==> src/rtl/div_sched_ctrl.sv <==
// div_sched_ctrl: a 50%-duty clock divider whose ratio can be changed at run time.
// A new divisor is loaded through a valid/ready handshake and only takes effect on an
// output-period boundary, so `out` never glitches. A one-cycle period_tick marks the
// first cycle of every output period.
// Optional build macro: ODD_DUTY50_EN adds a falling-edge flop so odd ratios get an
// exact 50% duty cycle.
module div_sched_ctrl #(
  parameter int unsigned CNT_W   = 8,
  parameter int unsigned DEF_DIV = 12
) (
  input  logic             clk,
  input  logic             reset,
  input  logic             enable,
  input  logic             cfg_valid,
  input  logic [CNT_W-1:0] cfg_div,
  output logic             cfg_ready,
  output logic             cfg_err,
  output logic             busy,
  output logic             period_tick,
  output logic             out
);

  typedef enum logic [1:0] {StIdle, StRun, StPend} state_e;

  state_e             state_q, state_d;
  logic [CNT_W-1:0]   cnt_q, cnt_d;
  logic [CNT_W-1:0]   div_act_q, div_act_d;
  logic [CNT_W-1:0]   div_pend_q, div_pend_d;
  logic               out_pos_q, out_pos_d;
  logic               tick_q, tick_d;
  logic               cfg_err_q, cfg_err_d;

  logic               xfer;
  logic               legal;
  logic               running;
  logic               wrap;

  // Handshake and period-boundary decode from current state.
  always_comb begin
    xfer    = cfg_valid && (state_q != StPend);
    legal   = (cfg_div >= CNT_W'(2));
    running = (state_q != StIdle);
    wrap    = running && (cnt_q == (div_act_q - CNT_W'(1)));
  end

  // State register and all posedge-timed datapath flops.
  always_ff @(posedge clk or posedge reset) begin
    if (reset) begin
      state_q    <= StIdle;
      cnt_q      <= '0;
      div_act_q  <= CNT_W'(DEF_DIV);
      div_pend_q <= '0;
      out_pos_q  <= 1'b0;
      tick_q     <= 1'b0;
      cfg_err_q  <= 1'b0;
    end else begin
      state_q    <= state_d;
      cnt_q      <= cnt_d;
      div_act_q  <= div_act_d;
      div_pend_q <= div_pend_d;
      out_pos_q  <= out_pos_d;
      tick_q     <= tick_d;
      cfg_err_q  <= cfg_err_d;
    end
  end

  // Next-state logic: period counting, divisor scheduling and sticky error flag.
  always_comb begin
    state_d    = state_q;
    cnt_d      = cnt_q;
    div_act_d  = div_act_q;
    div_pend_d = div_pend_q;
    cfg_err_d  = cfg_err_q;

    // Every consumed offer updates the error flag; illegal offers change nothing else.
    if (xfer) begin
      cfg_err_d = !legal;
    end

    unique case (state_q)
      StIdle: begin
        cnt_d = '0;
        // A divisor loaded on the start edge applies to the very first period.
        if (xfer && legal) begin
          div_act_d = cfg_div;
        end
        if (enable) begin
          state_d = StRun;
        end
      end

      StRun: begin
        if (wrap) begin
          cnt_d = '0;
          if (!enable) begin
            state_d = StIdle;
          end
        end else begin
          cnt_d = cnt_q + CNT_W'(1);
        end
        if (xfer && legal) begin
          if (wrap && !enable) begin
            // Stopping on this edge: nothing left to wait for, keep it for the next start.
            div_act_d = cfg_div;
          end else begin
            // Even on a wrap edge the new ratio waits for the following wrap.
            div_pend_d = cfg_div;
            state_d    = StPend;
          end
        end
      end

      StPend: begin
        if (wrap) begin
          cnt_d     = '0;
          div_act_d = div_pend_q;
          state_d   = enable ? StRun : StIdle;
        end else begin
          cnt_d = cnt_q + CNT_W'(1);
        end
      end

      default: begin
        state_d = StIdle;
        cnt_d   = '0;
      end
    endcase

    // Output and tick are registered from the next count so they line up with cnt_q.
    out_pos_d = (state_d != StIdle) && (cnt_d < (div_act_d >> 1));
    tick_d    = (state_d != StIdle) && (cnt_d == '0);
  end

`ifdef ODD_DUTY50_EN
  logic out_neg_q, out_neg_d;

  // Half-cycle stretch of the high phase; only odd ratios need it.
  always_comb begin
    out_neg_d = out_pos_q & div_act_q[0];
  end

  // Falling-edge capture of the posedge output.
  always_ff @(negedge clk or posedge reset) begin
    if (reset) begin
      out_neg_q <= 1'b0;
    end else begin
      out_neg_q <= out_neg_d;
    end
  end
`endif

  // Output decode from registered state.
  always_comb begin
    cfg_ready   = (state_q != StPend);
    busy        = (state_q != StIdle);
    cfg_err     = cfg_err_q;
    period_tick = tick_q;
`ifdef ODD_DUTY50_EN
    out         = out_pos_q | out_neg_q;
`else
    out         = out_pos_q;
`endif
  end

endmodule

==> config.mk <==
export PLATFORM = sky130hd
export DESIGN_NAME = div_sched_ctrl
export DESIGN_NICKNAME = d
export VERILOG_FILES = /design/src/rtl/div_sched_ctrl.sv
export SDC_FILE = /design/constraint.sdc
export NUM_CORES = 1
export LEC_CHECK = 0
export ABC_AREA = 1
export CAP_MARGIN = 5
export CORE_UTILIZATION = 53
export DETAILED_ROUTE_END_ITERATION = 12
export PLACE_DENSITY = 0.76
export REMOVE_ABC_BUFFERS = 1
export SLEW_MARGIN = 40
export SYNTH_ARGS = -nofsm -noshare
export SYNTH_HDL_FRONTEND = slang
export SYNTH_SLANG_ARGS = --single-unit
==> constraint.sdc <==
create_clock -name clk -period 2.7 [get_ports clk]
set_input_delay 0.54 -clock clk [delete_from_list [all_inputs] [get_ports clk]]
set_output_delay 0.54 -clock clk [all_outputs]
set_load 0.05 [all_outputs]
==> impl_results.md <==
* FILL cells at 302
* Actual slew at the worst max-slew pin at 0.502 ns
* Nets at ~400
* Relative slew slack at ~66%
* Vias per cell at around 5.4
* Via Count at around 2200
* Post-route ant nets at 0
* Pre-antenna DRT Iters at 5
* First-pass GRT wire length at around 9.8 mm
* Row cnt at 22
* CTS tree: yes
* Cts hold-fix bufs at 0
* Die width at about 66 um
* Gate Count Post-Synth at roughly 300
* Worst Skew at 0.00664 ns
* N_diodes at 0
* Initial Utilization at ~57%
* Failing checks: negative setup slack
* Synth cell count leaders: 83 x nand2_1, 56 x inv_1, 27 x dfrtp_1
* Register area share after synthesis at roughly a third
* Htree depth at 2
* Syn Area/Cell at around 7.1 sq um
* Status: finished with violations
* Post-Synthesis Cell Area at about 2200 sq um
* DIE AREA at about 4400 sq um
* Setup TNS at -0.191 ns
* Crit path DAT at slightly above 3 ns
* Pins over their slew limit at 0
* P per Cell Area at 1140 nW/um^2
* Main area contributors after synthesis: dfrtp_1 31%, nand2_1 14%, inv_1 9.7%
* Yosys top cell area share at 31.1%
* Final WL at ~5.8 mm
* Post-route cell area at 2880 sq um
* Synth cell types at 37
* Max FO, Critical Path at 3
* CTS sink cnt at 29
* Initial DRC Count at 230
* Max Cap Violations at 0
* Final hold vios at 0
* Layout Utilization at 75.8%
* Final setup viols at 1
* Clock buffer depth at 2
* Die height at roughly 66 um
* Worst skew pair latency at between 0.2 and 0.3 ns
* Total grt overflow at 0
* Fin crit share at 107%
* Worst setup EP type: flop
* Initial antenna violation count at 0
* DRC errors left at 0
* Top-level port count at 17
* Synthesized flop and latch total at 29
* Nature of the critical path startpoint: flop
* VDD IR max at slightly below 0.8 mV
* Pin count of the biggest net entering global routing at 30
* Core region area at 3800 sq um
* Hold_ws at 0.491 ns
* Total Routing Usage GR at between 30% and 40%
* Vias in the first global route at roughly 2200
* Worst-path clk slew at 0.07 ns
* DR WL/cell at between 10 and 15 um
* Clock root cell: clkbuf_8
* Number of flops mapped to enable cells by yosys at 0
* RSZ-0062 raised after global routing: yes
* Tmin final at 2.89 ns
* F_max at ~350 MHz
* Pleak at between 1 and 1.5 nW
* Dpl hpwl at 4.37 mm
* Yosys top cell by area: dfrtp_1
* Critical path class: reg2reg
* Area after DPL at 2630 sq um
* Layout cells sized above 1 at between 20% and 30%
* Synth Flop Type: dfrtp_1
* Gpl congestion at between 0.9 and 1
* Synth Warn # at 0
* Post-synth ARST share at 100%
* Synthesis-to-finish area growth at 32.6%
* Critical Path RT at between 2 and 3 ns
* IO buf count at 16
* Most common cell in the netlist: nand2_1
* Post-route setup slack at -0.191 ns
* Hold Path Class: reg2reg
* Num CTS Buffers at 5
* Dpl ws at -0.206 ns
[metrics by stage]
stage | power (W) | instances
after floorplan | 0.00199 | 302
after global placement | 0.00257 | 402
after detailed placement | 0.00261 | 402
after CTS | 0.00316 | 415
after global routing | 0.00354 | 418
final | 0.00329 | 418
[flip-flops by register name (all words and copies together) (netlist names)]
register,count
cnt_q,8
cfg_err,1
period_tick,1
div_pend_q,8
div_act_q,8
state_q,2
out,1
[per-layer routing]
layer / wire, um / GRT usage, % / vias to the layer above
li1: - / - / 1104
met1: 2430 / 39.2 / 1033
met2: 2810 / 49.2 / 90
met3: 437 / 5.34 / 17
met4: 141 / 13.0 / 0
met5: 0 / 0 / -
[placed cells by master, fill, tap and decap left out, types with 2 or more instances in the layout]
cell type	count
a21oi_1	7
a21oi_2	3
a22oi_1	3
a31oi_1	2
buf_4	43
clkbuf_8	6
clkdlybuf4s50_1	16
dfrtp_1	27
dfstp_2	2
ha_1	10
ha_4	2
inv_1	53
inv_2	4
nand2_1	81
nand2_2	3
nand2_4	2
nand3_1	23
nand3_2	5
nand4_1	2
nor2_1	22
nor2_2	5
nor2_4	3
nor3_1	4
nor4_1	2
o2111ai_1	2
o211ai_1	6
o21ai_0	13
xor2_1	4
[where the power goes]
group          switching, W  internal [W]
clock              0.000180      0.000300
combinational       0.00125      0.000820
sequential         0.000134      0.000608
total               0.00156       0.00173
[cell type report]
type | instances | area [sq um] | share of cell area, %
Multi-Input combinational cell | 214 | 1250 | 43.5
Inverter | 59 | 225 | 7.82
Tap cell | 48 | 60.1 | 2.09
Clock inverter | 2 | 37.5 | 1.30
Sequential cell | 29 | 728 | 25.3
Clock buffer | 6 | 82.6 | 2.87
Timing Repair Buffer | 60 | 494 | 17.2
[worst max-delay path, stage by stage, from the launching register on]
cell and delay, ns:
dfrtp_1 0.38, clkinv_2 0.09, ha_4 0.26, inv_2 0.03, o21ai_0 0.16, nor2_1 0.07
nand2_1 0.09, buf_4 0.13, nor2_4 0.03, nand2_2 0.08, nor2_4 0.04, nand3_2 0.06
nand2_2 0.08, nand3_4 0.11, buf_4 0.11, nand2_1 0.05, a22oi_1 0.23, inv_1 0.08
ha_1 0.29, nand2_1 0.05, nor3_1 0.24, a21oi_2 0.09
[kinds of logic after synthesis]
group | Yosys count | synth area share (%)
flops | 29 | 33.5
xor+xnor | 5 | 2.02
compound gates | 39 | 11.2
simple gates | 158 | 34.5
buf+inv | 62 | 11.8
fa+ha+maj | 12 | 6.92
[path summary, 6_finish.rpt]
kind	startpoint	end	slack [ns]	depth (start not counted)
worst max-delay path	div_act_q[1]$_DFF_PP0_	out$_DFF_PP0_	-0.19	21
worst min-delay path	div_pend_q[2]$_DFFE_PP0P_	div_pend_q[2]$_DFFE_PP0P_	0.49	2
worst max register to register	div_act_q[1]$_DFF_PP0_	out$_DFF_PP0_	-0.19	21
worst min register to register	div_pend_q[2]$_DFFE_PP0P_	div_pend_q[2]$_DFFE_PP0P_	0.49	2
max in group asynchronous	reset	div_act_q[3]$_DFF_PP1_	1.76	3
min in group asynchronous	reset	cnt_q[4]$_DFF_PP0_	0.62	3
[repair_timing]
action                                 in CTS  in global routing
endpoints found under the hold margin       0                  0
resized for setup                           5                 13
pin swaps                                   6                 16
setup endpoints to repair                   1                  2
buffers inserted                            5                  4
No activity file was read; power rests on OpenSTA's default activity.
